===== src/rtl/buck_sched_pkg.sv =====
// buck_sched_pkg
//   Shared types and default timing constants for the buck phase scheduler.
//   - sched_state_e : run/stop sequencer states
//   - *_DEF         : default period, latch point, dead-time and related values
//   - TW            : width of timers and on-time values
package buck_sched_pkg;

    localparam int TW               = 16;
    localparam int PERIOD_DEF       = 400;
    localparam int PHASE_OFFSET_DEF = 200;
    localparam int LATCH_DEF        = 8;
    localparam int TON_MAX_DEF      = 200;
    localparam int DEAD_DEF         = 10;
    localparam int SS_STEP_DEF      = 4;

    typedef enum logic [1:0] {
        ST_IDLE  = 2'd0,
        ST_RUN   = 2'd1,
        ST_STOP  = 2'd2,
        ST_FAULT = 2'd3
    } sched_state_e;

endpackage


===== src/rtl/buck_phase_gate.sv =====
// buck_phase_gate
//   One buck channel: active flag, once-per-period on-time latch with clamp,
//   and registered hi/lo gate windows with dead-time.
//   Ports:
//     clk, rst_n        clock, async active-low reset
//     timer             this channel's period timer (current value)
//     timer_nxt         value the timer takes on the next cycle
//     run, stop         sequencer is in RUN / STOP
//     kill              fault: clear active and gates on the next cycle
//     ton, limit        calculator on-time and current ceiling
//     active            channel is switching this period
//     gate_hi, gate_lo  high-side / low-side switch commands
module buck_phase_gate
    import buck_sched_pkg::*;
#(
    parameter int PERIOD = PERIOD_DEF,
    parameter int LATCH  = LATCH_DEF,
    parameter int DEAD   = DEAD_DEF
) (
    input  logic          clk,
    input  logic          rst_n,
    input  logic [TW-1:0] timer,
    input  logic [TW-1:0] timer_nxt,
    input  logic          run,
    input  logic          stop,
    input  logic          kill,
    input  logic [TW-1:0] ton,
    input  logic [TW-1:0] limit,
    output logic          active,
    output logic          gate_hi,
    output logic          gate_lo
);

    // One extra bit so LATCH + ton + DEAD cannot wrap.
    typedef logic [TW:0] ext_t;

    logic          active_q, active_d;
    logic [TW-1:0] ton_lat_q, ton_lat_d;
    logic          gate_hi_q, gate_hi_d;
    logic          gate_lo_q, gate_lo_d;
    logic          wrap;
    ext_t          t_nxt, hi_end, lo_start;

    always_comb begin
        wrap      = (timer == TW'(PERIOD - 1));
        active_d  = active_q;
        ton_lat_d = ton_lat_q;

        // Channels only change activity at their own period boundary.
        if (wrap && run)
            active_d = 1'b1;
        else if (wrap && stop)
            active_d = 1'b0;
        if (kill)
            active_d = 1'b0;

        if (timer == TW'(LATCH))
            ton_lat_d = (ton > limit) ? limit : ton;

        // Gates are computed against next-cycle timer/latch/active so the
        // registered outputs line up with the timer value shown alongside.
        t_nxt     = ext_t'(timer_nxt);
        hi_end    = ext_t'(LATCH) + ext_t'(ton_lat_d);
        lo_start  = hi_end + ext_t'(DEAD);
        gate_hi_d = active_d && (t_nxt > ext_t'(LATCH)) && (t_nxt <= hi_end);
        gate_lo_d = active_d && (t_nxt > lo_start) && (t_nxt < ext_t'(PERIOD - DEAD));
    end

    always_ff @(posedge clk or negedge rst_n) begin
        if (!rst_n) begin
            active_q  <= 1'b0;
            ton_lat_q <= '0;
            gate_hi_q <= 1'b0;
            gate_lo_q <= 1'b0;
        end else begin
            active_q  <= active_d;
            ton_lat_q <= ton_lat_d;
            gate_hi_q <= gate_hi_d;
            gate_lo_q <= gate_lo_d;
        end
    end

    assign active  = active_q;
    assign gate_hi = gate_hi_q;
    assign gate_lo = gate_lo_q;

endmodule


===== src/rtl/buck_phase_scheduler.sv =====
// buck_phase_scheduler
//   Sequencer for two interleaved buck channels: free-running phase-offset
//   period timers, run/stop/fault FSM, on-time ceiling, per-channel gating.
//   Optional feature macro: SOFT_START_EN (ramped on-time ceiling).
//   Ports:
//     clk, rst_n            clock, async active-low reset
//     enable                run request (level; start needs a rising edge)
//     fault, fault_clr      fault level, single-cycle acknowledge
//     ton_0, ton_1          calculator on-times, cycles
//     timer_0, timer_1      channel period timers (timer_1 leads by PHASE_OFFSET)
//     gate_hi_0/1, gate_lo_0/1  switch commands
//     running               any channel active
//     fault_latched         sticky fault indication
module buck_phase_scheduler
    import buck_sched_pkg::*;
#(
`ifdef SOFT_START_EN
    parameter int SS_STEP      = SS_STEP_DEF,
`endif
    parameter int PERIOD       = PERIOD_DEF,
    parameter int PHASE_OFFSET = PHASE_OFFSET_DEF,
    parameter int LATCH        = LATCH_DEF,
    parameter int TON_MAX      = TON_MAX_DEF,
    parameter int DEAD         = DEAD_DEF
) (
    input  logic          clk,
    input  logic          rst_n,
    input  logic          enable,
    input  logic          fault,
    input  logic          fault_clr,
    input  logic [TW-1:0] ton_0,
    input  logic [TW-1:0] ton_1,
    output logic [TW-1:0] timer_0,
    output logic [TW-1:0] timer_1,
    output logic          gate_hi_0,
    output logic          gate_hi_1,
    output logic          gate_lo_0,
    output logic          gate_lo_1,
    output logic          running,
    output logic          fault_latched
);

    sched_state_e  state_q, state_d;
    logic [TW-1:0] timer_0_q, timer_0_d;
    logic [TW-1:0] timer_1_q, timer_1_d;
    logic          enable_q;
    logic          fault_latched_q, fault_latched_d;
    logic          active_0, active_1;
    logic          rise, any_active, wrap_0;
    logic [TW-1:0] limit;

    always_comb begin
        wrap_0     = (timer_0_q == TW'(PERIOD - 1));
        timer_0_d  = wrap_0 ? '0 : timer_0_q + TW'(1);
        timer_1_d  = (timer_1_q == TW'(PERIOD - 1)) ? '0 : timer_1_q + TW'(1);
        rise       = enable && !enable_q;
        any_active = active_0 || active_1;

        state_d = state_q;
        unique case (state_q)
            ST_IDLE:  if (rise) state_d = ST_RUN;
            ST_RUN:   if (!enable) state_d = ST_STOP;
            ST_STOP: begin
                if (enable && any_active)
                    state_d = ST_RUN;
                else if (!any_active)
                    state_d = ST_IDLE;
            end
            ST_FAULT: if (fault_clr) state_d = ST_IDLE;
            default:  state_d = ST_IDLE;
        endcase
        // Fault wins over everything, including a pending clear.
        if (fault)
            state_d = ST_FAULT;

        fault_latched_d = (state_d == ST_FAULT);
    end

    always_ff @(posedge clk or negedge rst_n) begin
        if (!rst_n) begin
            state_q         <= ST_IDLE;
            timer_0_q       <= '0;
            timer_1_q       <= TW'(PHASE_OFFSET);
            enable_q        <= 1'b0;
            fault_latched_q <= 1'b0;
        end else begin
            state_q         <= state_d;
            timer_0_q       <= timer_0_d;
            timer_1_q       <= timer_1_d;
            enable_q        <= enable;
            fault_latched_q <= fault_latched_d;
        end
    end

`ifdef SOFT_START_EN
    // Ceiling restarts at one step on each fresh start and grows once per
    // channel-0 period; the period in which ch0 first goes active does not
    // count, so the first switching period uses exactly SS_STEP.
    typedef logic [TW:0] ext_t;
    logic [TW-1:0] limit_q, limit_d;
    ext_t          limit_sum;

    always_comb begin
        limit_sum = ext_t'(limit_q) + ext_t'(SS_STEP);
        limit_d   = limit_q;
        if (state_q == ST_IDLE && state_d == ST_RUN)
            limit_d = TW'(SS_STEP);
        else if (state_q == ST_RUN && wrap_0 && active_0)
            limit_d = (limit_sum >= ext_t'(TON_MAX)) ? TW'(TON_MAX) : limit_sum[TW-1:0];
    end

    always_ff @(posedge clk or negedge rst_n) begin
        if (!rst_n)
            limit_q <= TW'(SS_STEP);
        else
            limit_q <= limit_d;
    end

    assign limit = limit_q;
`else
    assign limit = TW'(TON_MAX);
`endif

    buck_phase_gate #(.PERIOD(PERIOD), .LATCH(LATCH), .DEAD(DEAD)) u_gate_0 (
        .clk       (clk),
        .rst_n     (rst_n),
        .timer     (timer_0_q),
        .timer_nxt (timer_0_d),
        .run       (state_q == ST_RUN),
        .stop      (state_q == ST_STOP),
        .kill      (fault),
        .ton       (ton_0),
        .limit     (limit),
        .active    (active_0),
        .gate_hi   (gate_hi_0),
        .gate_lo   (gate_lo_0)
    );

    buck_phase_gate #(.PERIOD(PERIOD), .LATCH(LATCH), .DEAD(DEAD)) u_gate_1 (
        .clk       (clk),
        .rst_n     (rst_n),
        .timer     (timer_1_q),
        .timer_nxt (timer_1_d),
        .run       (state_q == ST_RUN),
        .stop      (state_q == ST_STOP),
        .kill      (fault),
        .ton       (ton_1),
        .limit     (limit),
        .active    (active_1),
        .gate_hi   (gate_hi_1),
        .gate_lo   (gate_lo_1)
    );

    assign timer_0       = timer_0_q;
    assign timer_1       = timer_1_q;
    assign running       = active_0 || active_1;
    assign fault_latched = fault_latched_q;

endmodule


===== config.mk =====
export PLATFORM = sky130hd
export DESIGN_NAME = buck_phase_scheduler
export DESIGN_NICKNAME = d
export VERILOG_FILES = /design/src/rtl/buck_sched_pkg.sv /design/src/rtl/buck_phase_gate.sv /design/src/rtl/buck_phase_scheduler.sv
export SDC_FILE = /design/constraint.sdc
export NUM_CORES = 1
export LEC_CHECK = 0
export BUFFER_PORTS_ARGS = -buffer_cell sky130_fd_sc_hd__buf_2
export CAP_MARGIN = 20
export CORE_ASPECT_RATIO = 1.4
export CORE_MARGIN = 2
export CORE_UTILIZATION = 55
export DETAILED_ROUTE_END_ITERATION = 6
export PLACE_DENSITY = 0.78
export SYNTH_ARGS = -nofsm -noshare
export SYNTH_HDL_FRONTEND = slang
export SYNTH_HIERARCHICAL = 1
export SYNTH_SLANG_ARGS = --single-unit
export TNS_END_PERCENT = 20

===== constraint.sdc =====
create_clock -name clk -period 5.3 [get_ports clk]
set_clock_uncertainty 0.1 [all_clocks]
set_input_delay 0.53 -clock clk [delete_from_list [all_inputs] [get_ports clk]]
set_output_delay 0.53 -clock clk [all_outputs]
set_load 0.05 [all_outputs]

; After elaboration in Yosys (flattened, before gate mapping)
; Index checks and enable logic that the tools add are counted.
[totals]
ff_bits = 74
in_bits = 37
out_inout_bits = 38
word_cells = 73
[classes]
add_sub_neg = 6
magnitude_cmp = 10
eq_ne = 8
n_mux = 19
n_reduce_logical = 17
[ops]
columns = op, count
row1 = 16-bit 2-to-1 mux, 6
row2 = 17-bit by 4-bit adder with 17-bit output (second input constant), 2
row3 = 4-bit by 16-bit adder with 17-bit output (first input constant), 2
row4 = 16-bit by 17-bit greater-than comparator with 1-bit output, 2
row5 = 16-bit by 17-bit less-or-equal comparator with 1-bit output, 2
row6 = 16-bit by 1-bit adder with 16-bit output (second input constant), 2
row7 = 16-bit by 4-bit equality test with 1-bit output (second input constant), 2
row8 = 16-bit by 9-bit equality test with 1-bit output (second input constant), 2
row9 = 16-bit by 4-bit greater-than comparator with 1-bit output (second input constant), 2
row10 = 16-bit by 8-bit greater-than comparator with 1-bit output (second input constant), 2
row11 = 16-bit by 9-bit < comparator with 1-bit output (second input constant), 2
row12 = 1-bit logical AND, 14
row13 = 2-bit 2-to-1 mux, 6
row14 = 2-bit one-hot mux with 4 select lines, 1
row15 = 2-bit equality test (second input constant), 3
row16 = 1-bit 2-to-1 mux, 6
row17 = 2-bit by 1-bit equality test with 1-bit output (second input constant), 1
row18 = 2-bit logical NOT, 1
row19 = 1-bit logical NOT, 1
row20 = 1-bit logical OR, 1

; Logic depth before layout (Yosys ltp)
; Gate-level depths: netlist of the first run.
[depth]
depth_word = 8
depth_mapped = 27
ltp_nobuf = 25

; By module
; The synthesis of the first run kept the hierarchy.
[modules_own_cells]
columns = module, instances, cells_per_inst, area_per_inst_um2, seq_area_each_um2
row1 = buck_phase_gate at u_gate_1, 1, 367, 3151.8, 475.5
row2 = buck_phase_gate at u_gate_0, 1, 373, 3055.4, 475.5
row3 = buck_phase_scheduler, 1, 154, 1764.2, 904.6

; Worst setup path before layout of the first run
; Ideal clock, no wire load.
[synth_path]
path_type = register -> register
start = register timer_0_q[7], in the netlist timer_0[7]
end = register u_gate_0.gate_lo_q, in the netlist u_gate_0/gate_lo
setup_time_ns = 0.094
arrival_time_ns = 5.099
t_required_ns = 5.106
slack_ns = 0.007
stages_incl_launch_ff = 23
path_buffers = 4
period_less_slack_ns = 5.293
path_cell_list = dfrtp_1 > nor3_1 > and2_1 > buf_4 > nand2_1 > clkbuf_1 > clkbuf_1 > buf_1 > a21o_1 > ha_1 > clkinv_1 > nor4_1 > or3b_1 > a21oi_1 > o21a_1 > nand3_1 > xnor2_1 > ha_1 > nand4b_1 > nor4_1 > a311oi_1 > nand4b_1 > a211oi_1
[synth_via]
elab_chain_cells = 7
elab_cells_between_ends = 16
cone_classes = add/sub: 3 / order compare: 2 / eq/ne: 2 / mux: 5 / reduce/logical: 4
[synth_lines]
columns = element, line_no
row1 = from (decl), buck_phase_scheduler.sv:44  ; logic [TW-1:0] timer_0_q, timer_0_d;
row2 = from (signal assigned), buck_phase_scheduler.sv:88  ; timer_0_q <= timer_0_d;
row3 = 16-bit by 4-bit equality test with 1-bit output, buck_phase_gate.sv:57  ; if (timer == TW'(LATCH))
row4 = 16-bit 2-to-1 mux, buck_phase_gate.sv:57
row5 = named net u_gate_0.ton_lat_d[4], buck_phase_gate.sv:38  ; logic [TW-1:0] ton_lat_q, ton_lat_d;
row6 = 4-bit by 16-bit adder with 17-bit output, buck_phase_gate.sv:63  ; hi_end = ext_t'(LATCH) + ext_t'(ton_lat_d);
row7 = 17-bit by 4-bit adder with 17-bit output, buck_phase_gate.sv:64  ; lo_start = hi_end + ext_t'(DEAD);
row8 = 16-bit by 17-bit greater-than comparator with 1-bit output, buck_phase_gate.sv:66  ; gate_lo_d = active_d && (t_nxt > lo_start) && (t_nxt < ext_t'(PERIOD - DEAD));
row9 = 1-bit logical AND (2 in series), buck_phase_gate.sv:66
row10 = named net u_gate_0.gate_lo_d, buck_phase_gate.sv:40  ; logic gate_lo_q, gate_lo_d;
row11 = to (signal assigned), buck_phase_gate.sv:79  ; gate_lo_q <= gate_lo_d;
row12 = to (decl), buck_phase_gate.sv:40
; The timed path passes the listed nets, and every way through them passes these cells.

; Worst setup path in the final report of the first run
[layout_path]
start = input ton_1[11]
end = register u_gate_1.gate_lo_q, in the netlist u_gate_1/gate_lo
[layout_via]
elab_chain_cells = 8
[layout_lines]
columns = element, line_no
row1 = from (decl), buck_phase_scheduler.sv:32  ; input logic [TW-1:0] ton_1,
row2 = 16-bit by 8-bit greater-than comparator with 1-bit output, buck_phase_gate.sv:58  ; ton_lat_d = (ton > limit) ? limit : ton;
row3 = 16-bit 2-to-1 mux, buck_phase_gate.sv:58
row4 = 16-bit 2-to-1 mux, buck_phase_gate.sv:57
row5 = named net u_gate_1.ton_lat_d[4], buck_phase_gate.sv:38
row6 = 4-bit by 16-bit adder with 17-bit output, buck_phase_gate.sv:63
row7 = 17-bit by 4-bit adder with 17-bit output, buck_phase_gate.sv:64
row8 = 16-bit by 17-bit greater-than comparator with 1-bit output, buck_phase_gate.sv:66
row9 = 1-bit logical AND (2 in series), buck_phase_gate.sv:66
row10 = named net u_gate_1.gate_lo_d, buck_phase_gate.sv:40
row11 = to (signal assigned), buck_phase_gate.sv:79
row12 = to (decl), buck_phase_gate.sv:40
; The timed path passes the listed nets, and every way through them passes these cells.

==> summary.md, run 1 <==
| Metric | Value |
|---|---|
| Source-to-sink clock delay at the later pin of the worst-skew pair | `0.35 ns` |
| Path type of the worst min-delay path | `in -> async` |
| Layout-stage area growth over the synthesis result | `18.4%` |
| First-pass detailed-route iteration total | `5` |
| Register clock-pin slew on the reported worst setup and hold paths | `0.06 ns` |
| Post-layout min period | `5.02 ns` |
| Count of non-filler cells in the finished layout | `1280` |
| Starting Density | `0.557` |
| Worst Setup Slack post-DPL | `-0.0514 ns` |
| Sort of element at the end of the critical path | `flip-flop` |
| Routed wirelength normalized by instance count | `16.6 µm` |
| Final Slew Violations | `0` |
| Share of async-settable or async-resettable flops after synthesis | `1.00` |
| Static Leakage | `0.00454 µW` |
| Clock Sink Count | `74` |
| Endpoints failing hold | `0` |
| Post-Synthesis Mean Instance Area | `8.92 µm²` |
| Width of the chip | `106 µm` |
| Antenna violations before repair | `0` |
| Clock buffer depth | `2` |
| Critical path peak fanout | `5` |
| Startpoint types | `input pin` |
| Launch point of the worst reg-to-reg path | `timer_1[3]` |
| Ports placed on the boundary | `75` |
| Setup WS post-layout | `0.279 ns` |
| Setup Viol. Count Final | `0` |
| Slack of the worst reg-to-reg path | `0.37 ns` |
| Final clock period utilization by the worst path | `0.947` |
| Timing startpoint of the critical path | `ton_1[11]` |
| Total non-filler cell area in the finished layout | `0.00944 mm²` |
| Prevailing post-synth register cell | `sky130_fd_sc_hd__dfrtp_1` |
| Post-synth EDFFs | `0` |
| Data arrival, critical path | `5.18 ns` |
| H-tree depth | `3` |
| Vias in the first global route | `7247` |
| Netlist area before placement | `0.00797 mm²` |
| Number of flip-flops and latches in the synthesized netlist | `74` |
| Detailed-placement wirelength estimate | `17.3 mm` |
| Run status | `finished clean` |
| Terminus of the critical flop-to-flop path | `u_gate_1/gate_lo` |
| Max frequency | `0.199 GHz` |
| Switching power total | `653 µW` |
| DP Area | `0.00913 mm²` |
| Cell chosen for the clock root | `sky130_fd_sc_hd__clkbuf_16` |
| Final design utilization | `0.659` |
| Int Power | `1200 µW` |
| Cts bufs inserted | `9` |
| Clock share of power | `0.313` |
| Global-route congestion overflow total | `0` |
| Maximum ir drop on the vdd rail | `131 µV` |
| Warning count from the yosys run | `6` |
| Post-synthesis instance total | `894` |
| Least-Margin Pin Slew | `0.945 ns` |
| Count of maximum capacitance violations | `0` |
| Share of total power consumed by net switching | `0.352` |
| Number of buffer cells added on primary ports | `74` |
| Cell with the most instances after synthesis | `sky130_fd_sc_hd__ha_1` |
| Cell Rows | `52` |
| Required time worst endpoint | `5.46 ns` |
| Total detailed-routing wirelength | `21.2 mm` |
| Sequential power share | `0.330` |
| Core ar. | `0.0143 mm²` |
| Portion of the post-synthesis area used by sequential elements | `0.233` |
| Endpoint of the worst setup timing path | `u_gate_1/gate_lo` |
| Final net count | `1225` |
| Comb power frac | `0.356` |
| Number of vias after detailed routing | `7318` |
| Die boundary height | `146 µm` |
| Most used standard cells in the synthesized netlist | `sky130_fd_sc_hd__ha_1 (102), sky130_fd_sc_hd__nand2_1 (72), sky130_fd_sc_hd__dfrtp_1 (71), sky130_fd_sc_hd__inv_1 (65), sky130_fd_sc_hd__a21oi_1 (39)` |
| Post-Place Cells | `1262` |
| Largest area contributor in the netlist | `sky130_fd_sc_hd__dfrtp_1` |
| Number of routed nets with antenna violations | `0` |
| GRT Total Usage | `0.274` |
| Die Footprint | `0.0155 mm²` |
| Register-to-Register Path Depth | `22` |
| Largest cells by area after synthesis | `sky130_fd_sc_hd__dfrtp_1 (22%), sky130_fd_sc_hd__ha_1 (16%), sky130_fd_sc_hd__xnor2_1 (3.8%), sky130_fd_sc_hd__mux2i_1 (3.5%), sky130_fd_sc_hd__xor2_1 (3.5%)` |
| TritonCTS clock tree | `built` |
| Diodes inserted | `0` |
| Global-route wire length before repair | `34.1 mm` |
| Power density over the cells | `197 mW/mm²` |
| DRC viols | `0` |
| Drt first-iter violations | `357` |
| Type of the setup path with the least slack | `in -> reg` |
| Placer Congestion | `0.945` |
| Worst slew margin | `0.370` |
| Distinct cells, synth | `93` |
| Layout cells sized above 1 | `0.201` |
| Yosys top cell area share | `0.223` |
| Vias per cell | `5.72` |
| Maximum number of pins on one net before global-route repair | `75` |
| Final TNS setup | `0 ns` |
critical path: stages:
cell	delay [ns]
sky130_fd_sc_hd__buf_2	0.13
sky130_fd_sc_hd__ha_1	0.27
sky130_fd_sc_hd__and4_4	0.21
sky130_fd_sc_hd__and2_4	0.16
sky130_fd_sc_hd__a2111oi_2	0.32
sky130_fd_sc_hd__buf_4	0.20
sky130_fd_sc_hd__a31oi_4	0.11
sky130_fd_sc_hd__mux2i_1	0.14
sky130_fd_sc_hd__nor2_1	0.09
sky130_fd_sc_hd__a21o_1	0.16
sky130_fd_sc_hd__ha_4	0.18
sky130_fd_sc_hd__buf_4	0.14
sky130_fd_sc_hd__nand4b_1	0.11
sky130_fd_sc_hd__o31ai_2	0.08
sky130_fd_sc_hd__o211ai_1	0.13
sky130_fd_sc_hd__a21boi_1	0.22
sky130_fd_sc_hd__nand2_1	0.15
sky130_fd_sc_hd__nor4b_2	0.34
sky130_fd_sc_hd__xor2_1	0.24
sky130_fd_sc_hd__ha_1	0.28
sky130_fd_sc_hd__nand4b_1	0.11
sky130_fd_sc_hd__nor4_1	0.05
sky130_fd_sc_hd__a311oi_1	0.25
sky130_fd_sc_hd__nand3_1	0.12
sky130_fd_sc_hd__a211o_1	0.28
sky130_fd_sc_hd__a31oi_1	0.17
stage by stage:
stage                     power (µW)  hold slack, ns
final                           1860           0.222
after global routing            1960           0.216
after CTS                       1850           0.217
after detailed placement        1270           0.390
after global placement          1250           0.389
after floorplan                 1070           0.134
flip-flops by register name (all words and copies together) (netlist names):
name,count
u_gate_1/ton_lat_q,16
u_gate_0/active,1
fault_latched,1
u_gate_1/gate_lo,1
u_gate_0/ton_lat_q,16
u_gate_1/gate_hi,1
enable_q,1
u_gate_1/active,1
timer_0,16
state_q,2
u_gate_0/gate_hi,1
timer_1,16
u_gate_0/gate_lo,1
routing by layer:
metal | up-vias | share of wire | GRT usage
met5 | - | 0 | 0
met4 | 0 | 0.051 | 0.145
met3 | 69 | 0.035 | 0.0446
met2 | 171 | 0.57 | 0.543
met1 | 3441 | 0.35 | 0.264
li1 | 3637 | - | -
kinds of logic (layout without fill, tap and decap cells):
| group | after synthesis | in the layout | share of synthesized area |
|---|---|---|---|
| adder cells (fa/ha/maj) | 104 | 104 | 0.163 |
| AND/OR/NAND/NOR | 336 | 336 | 0.265 |
| flip-flops | 74 | 74 | 0.233 |
| other | 2 | 78 | 0.000942 |
| AO/OA/AOI/OAI | 188 | 188 | 0.169 |
| multiplexers | 31 | 31 | 0.0394 |
| XOR/XNOR | 72 | 72 | 0.0852 |
| buffers and inverters | 87 | 208 | 0.0447 |
power groups by stage:
| stage | Combinational (µW) | Clock [µW] | Sequential (µW) |
|---|---|---|---|
| 3_5_place_dp | 648 | 0 | 622 |
| 3_3_place_gp | 628 | 0 | 621 |
| 5_1_grt | 735 | 613 | 614 |
| 2_1_floorplan | 455 | 0 | 620 |
| 6_report | 661 | 581 | 613 |
| 4_1_cts | 652 | 584 | 612 |
worst min path at each step:
stage                             endpoint              startpoint  cells after the start  slack, ns
floorplan                         enable_q                   rst_n                      0       0.13
global placement    u_gate_0/ton_lat_q[15]  u_gate_0/ton_lat_q[15]                      2       0.39
detailed placement  u_gate_0/ton_lat_q[15]  u_gate_0/ton_lat_q[15]                      2       0.39
CTS                               enable_q                  enable                      1       0.22
global route                      enable_q                  enable                      1       0.22
finish                          timer_1[5]                   rst_n                      1       0.22
cells in the final DEF, fill, tap and decap left out, drive strengths merged, types with 5 or more instances in the layout:
master,netlist,final
xnor2,38,38
a22o,5,5
a211o,5,5
conb,2,78
nor3,33,33
dfrtp,71,71
nor3b,7,7
o211ai,7,7
xor2,34,34
nor4,32,32
inv,67,68
nand3,43,43
and4,14,14
a21o,16,16
mux2i,28,28
nand2,73,73
a21oi,40,40
o21a,14,14
and3,12,12
a311oi,5,5
ha,102,102
a31oi,11,11
and2,12,12
nand2b,6,6
nor2,37,37
o21ai,49,49
nand4,30,30
clkbuf,7,11
nor2b,14,14
or3,5,5
o31ai,7,7
buf,12,124
area by class of cell:
type / count / area [µm²]
inverters: 68 / 255
clock buffers: 11 / 233
flip-flops and latches: 74 / 1860
clock inverters: 5 / 40.0
fillers: 1290 / 4880
repair buffers: 124 / 748
well taps: 189 / 236
multi-input cells: 809 / 6070
repair_timing:
action | in CTS | in global routing
hold buffers | 0 | 0
buffers inserted | 0 | 2
hold endpoints to repair | 0 | 0
setup endpoints to repair | 0 | 2
gates resized for setup | 0 | 5
(Power assumes the default switching activity.)
==> run 2: changes to the inputs <==
--- a/config.mk
+++ b/config.mk
@@ -12,6 +12,7 @@
 export CORE_UTILIZATION = 55
 export DETAILED_ROUTE_END_ITERATION = 6
 export PLACE_DENSITY = 0.78
+export REMOVE_ABC_BUFFERS = 1
 export SYNTH_ARGS = -nofsm -noshare
 export SYNTH_HDL_FRONTEND = slang
 export SYNTH_HIERARCHICAL = 1
==> run 2 against run 1 <==
  * Fmax decreased by 1.0%
  * Routed wire length rose by 0.12%
  * First-iteration DRC count shrank 8.7%
  * Sequential share of layout area shrank 0.088 points
  * Critical path type is now reg -> reg
==> summary.md, run 2 (synthesis results as in run 1) <==
| Metric | Value |
|---|---|
| Ports placed on the boundary | `75` |
| Run status | `finished clean` |
| Cell chosen for the clock root | `sky130_fd_sc_hd__clkbuf_16` |
| Startpoint types | `flip-flop` |
| Least-Margin Pin Slew | `0.969 ns` |
| Count of maximum capacitance violations | `0` |
| Worst slew margin | `0.354` |
| Critical path peak fanout | `11` |
| Count of non-filler cells in the finished layout | `1281` |
| Vias in the first global route | `7528` |
| H-tree depth | `3` |
| Final Slew Violations | `0` |
| Type of the setup path with the least slack | `reg -> reg` |
| Vias per cell | `5.76` |
| Endpoints failing hold | `0` |
| Number of buffer cells added on primary ports | `74` |
| Most frequent standard cell in the layout excluding fill and tap cells | `sky130_fd_sc_hd__ha_1` |
| Terminus of the critical flop-to-flop path | `u_gate_1/gate_lo` |
| Die boundary height | `146 µm` |
| Required time worst endpoint | `5.45 ns` |
| Total non-filler cell area in the finished layout | `0.00948 mm²` |
| Worst hold-check slack | `0.219 ns` |
| Register clock-pin slew on the reported worst setup and hold paths | `0.06 ns` |
| Routed wirelength normalized by instance count | `16.6 µm` |
| Placer Congestion | `0.931` |
| Setup Viol. Count Final | `0` |
| RSZ-0062 raised after global routing | `true` |
| Die Footprint | `0.0155 mm²` |
| Launch point of the worst reg-to-reg path | `timer_1[3]` |
| Worst Setup Slack post-DPL | `-0.0704 ns` |
| Clock buffer depth | `2` |
| Clock Sink Count | `74` |
| First-pass detailed-route iteration total | `5` |
| Final net count | `1226` |
| DRC viols | `0` |
| Source-to-sink clock delay at the later pin of the worst-skew pair | `0.34 ns` |
| Maximum ir drop on the vdd rail | `120 µV` |
| Slack of the worst reg-to-reg path | `0.23 ns` |
| Layout cells sized above 1 | `0.202` |
| Drt first-iter violations | `326` |
| Sort of element at the end of the critical path | `flip-flop` |
| GRT Total Usage | `0.282` |
| Layout-stage area growth over the synthesis result | `18.9%` |
| Cell Rows | `52` |
| DP Area | `0.00915 mm²` |
| Cts bufs inserted | `9` |
| Sum of internal, switching and leakage power | `1900 µW` |
| Maximum number of pins on one net before global-route repair | `75` |
| Highest-count cells in the layout ignoring fill and taps | `sky130_fd_sc_hd__ha_1 (101), sky130_fd_sc_hd__conb_1 (78), sky130_fd_sc_hd__buf_2 (73)` |
| Total detailed-routing wirelength | `21.2 mm` |
| Power density over the cells | `200 mW/mm²` |
| Filler Cells Inserted | `1277` |
| Data arrival, critical path | `5.23 ns` |
| TritonCTS clock tree | `built` |
| Register-to-Register Path Depth | `19` |
| Global-route wire length before repair | `35.0 mm` |
| Post-Place Cells | `1265` |
| Diodes inserted | `0` |
| Width of the chip | `106 µm` |
| Final clock period utilization by the worst path | `0.957` |
| Static Leakage | `0.00456 µW` |
| Number of hold buffers added after cts | `0` |
| Number of vias after detailed routing | `7380` |
| Antenna violations before repair | `0` |
| Starting Density | `0.557` |
| Setup WS post-layout | `0.226 ns` |
| Global-route congestion overflow total | `0` |
| Path type of the worst min-delay path | `in -> async` |
| Max frequency | `0.197 GHz` |
| Post-layout min period | `5.07 ns` |
| Core ar. | `0.0143 mm²` |
| Number of routed nets with antenna violations | `0` |
| Detailed-placement wirelength estimate | `17.1 mm` |
==> run 2: per-layer routing <==
layer | vias to the layer above | GRT usage | wire [µm]
li1 | 3635 | - | -
met1 | 3470 | 0.268 | 7480
met2 | 183 | 0.555 | 11700
met3 | 92 | 0.0451 | 684
met4 | 0 | 0.162 | 1310
met5 | - | 0 | 0
==> run 2: how the worst max path moves through the flow <==
stage          startpoint  cells past startpoint  slack (ns)               end
4_1_cts        timer_1[3]                     19        0.21  u_gate_1/gate_lo
5_1_grt        timer_1[3]                     18       -0.05  u_gate_1/gate_hi
6_report       timer_1[3]                     19        0.23  u_gate_1/gate_lo
3_5_place_dp    ton_1[11]                     26       -0.07  u_gate_1/gate_lo
3_3_place_gp    ton_1[11]                     25       -0.07  u_gate_1/gate_lo
2_1_floorplan   ton_0[15]                     22        -0.1  u_gate_0/gate_lo
==> run 2: report_power, final <==
part | internal, µW | switching [µW]
Clock | 379 | 247
Sequential | 597 | 15.6
Combinational | 284 | 374
Total | 1260 | 636
==> run 2: worst max-delay path, cell delays in order (launching register included) <==
cell and delay, ns:
sky130_fd_sc_hd__dfstp_2 0.60, sky130_fd_sc_hd__nor4b_1 0.34, sky130_fd_sc_hd__and3_2 0.35, sky130_fd_sc_hd__nand2_1 0.15, sky130_fd_sc_hd__buf_4 0.20, sky130_fd_sc_hd__a22o_1 0.27, sky130_fd_sc_hd__nor3_4 0.30, sky130_fd_sc_hd__inv_2 0.12
sky130_fd_sc_hd__xnor2_2 0.19, sky130_fd_sc_hd__a211oi_2 0.25, sky130_fd_sc_hd__nor3b_2 0.31, sky130_fd_sc_hd__nor4b_2 0.30, sky130_fd_sc_hd__xor2_1 0.22, sky130_fd_sc_hd__ha_1 0.28, sky130_fd_sc_hd__nand4b_1 0.11, sky130_fd_sc_hd__nor4_1 0.05
sky130_fd_sc_hd__a311oi_1 0.26, sky130_fd_sc_hd__nand3_1 0.12, sky130_fd_sc_hd__a211o_1 0.30, sky130_fd_sc_hd__a31oi_1 0.15
==> run 2: layout make-up <==
| cell class | count | area (µm²) | area share |
|---|---|---|---|
| timing repair buffer | 125 | 756 | 0.0797 |
| inverter | 68 | 255 | 0.0269 |
| sequential | 74 | 1860 | 0.196 |
| tap | 189 | 236 | 0.0249 |
| clock buffer | 11 | 243 | 0.0256 |
| multi-input combinational | 809 | 6070 | 0.641 |
| clock inverter | 5 | 61.3 | 0.00647 |
==> run 2: what timing repair did <==
action	4_1_cts	5_1_grt
setup buffers	0	0
resized for setup	0	8
hold endpoints to repair	0	0
setup endpoints to repair	0	4
==> run 2: stage by stage <==
step,TNS [ns],utilization
floorplan,-0.162,-
global placement,-0.110,0.639
detailed placement,-0.136,0.639
CTS,0,0.660
global route,-0.0887,0.662
finish,0,0.662
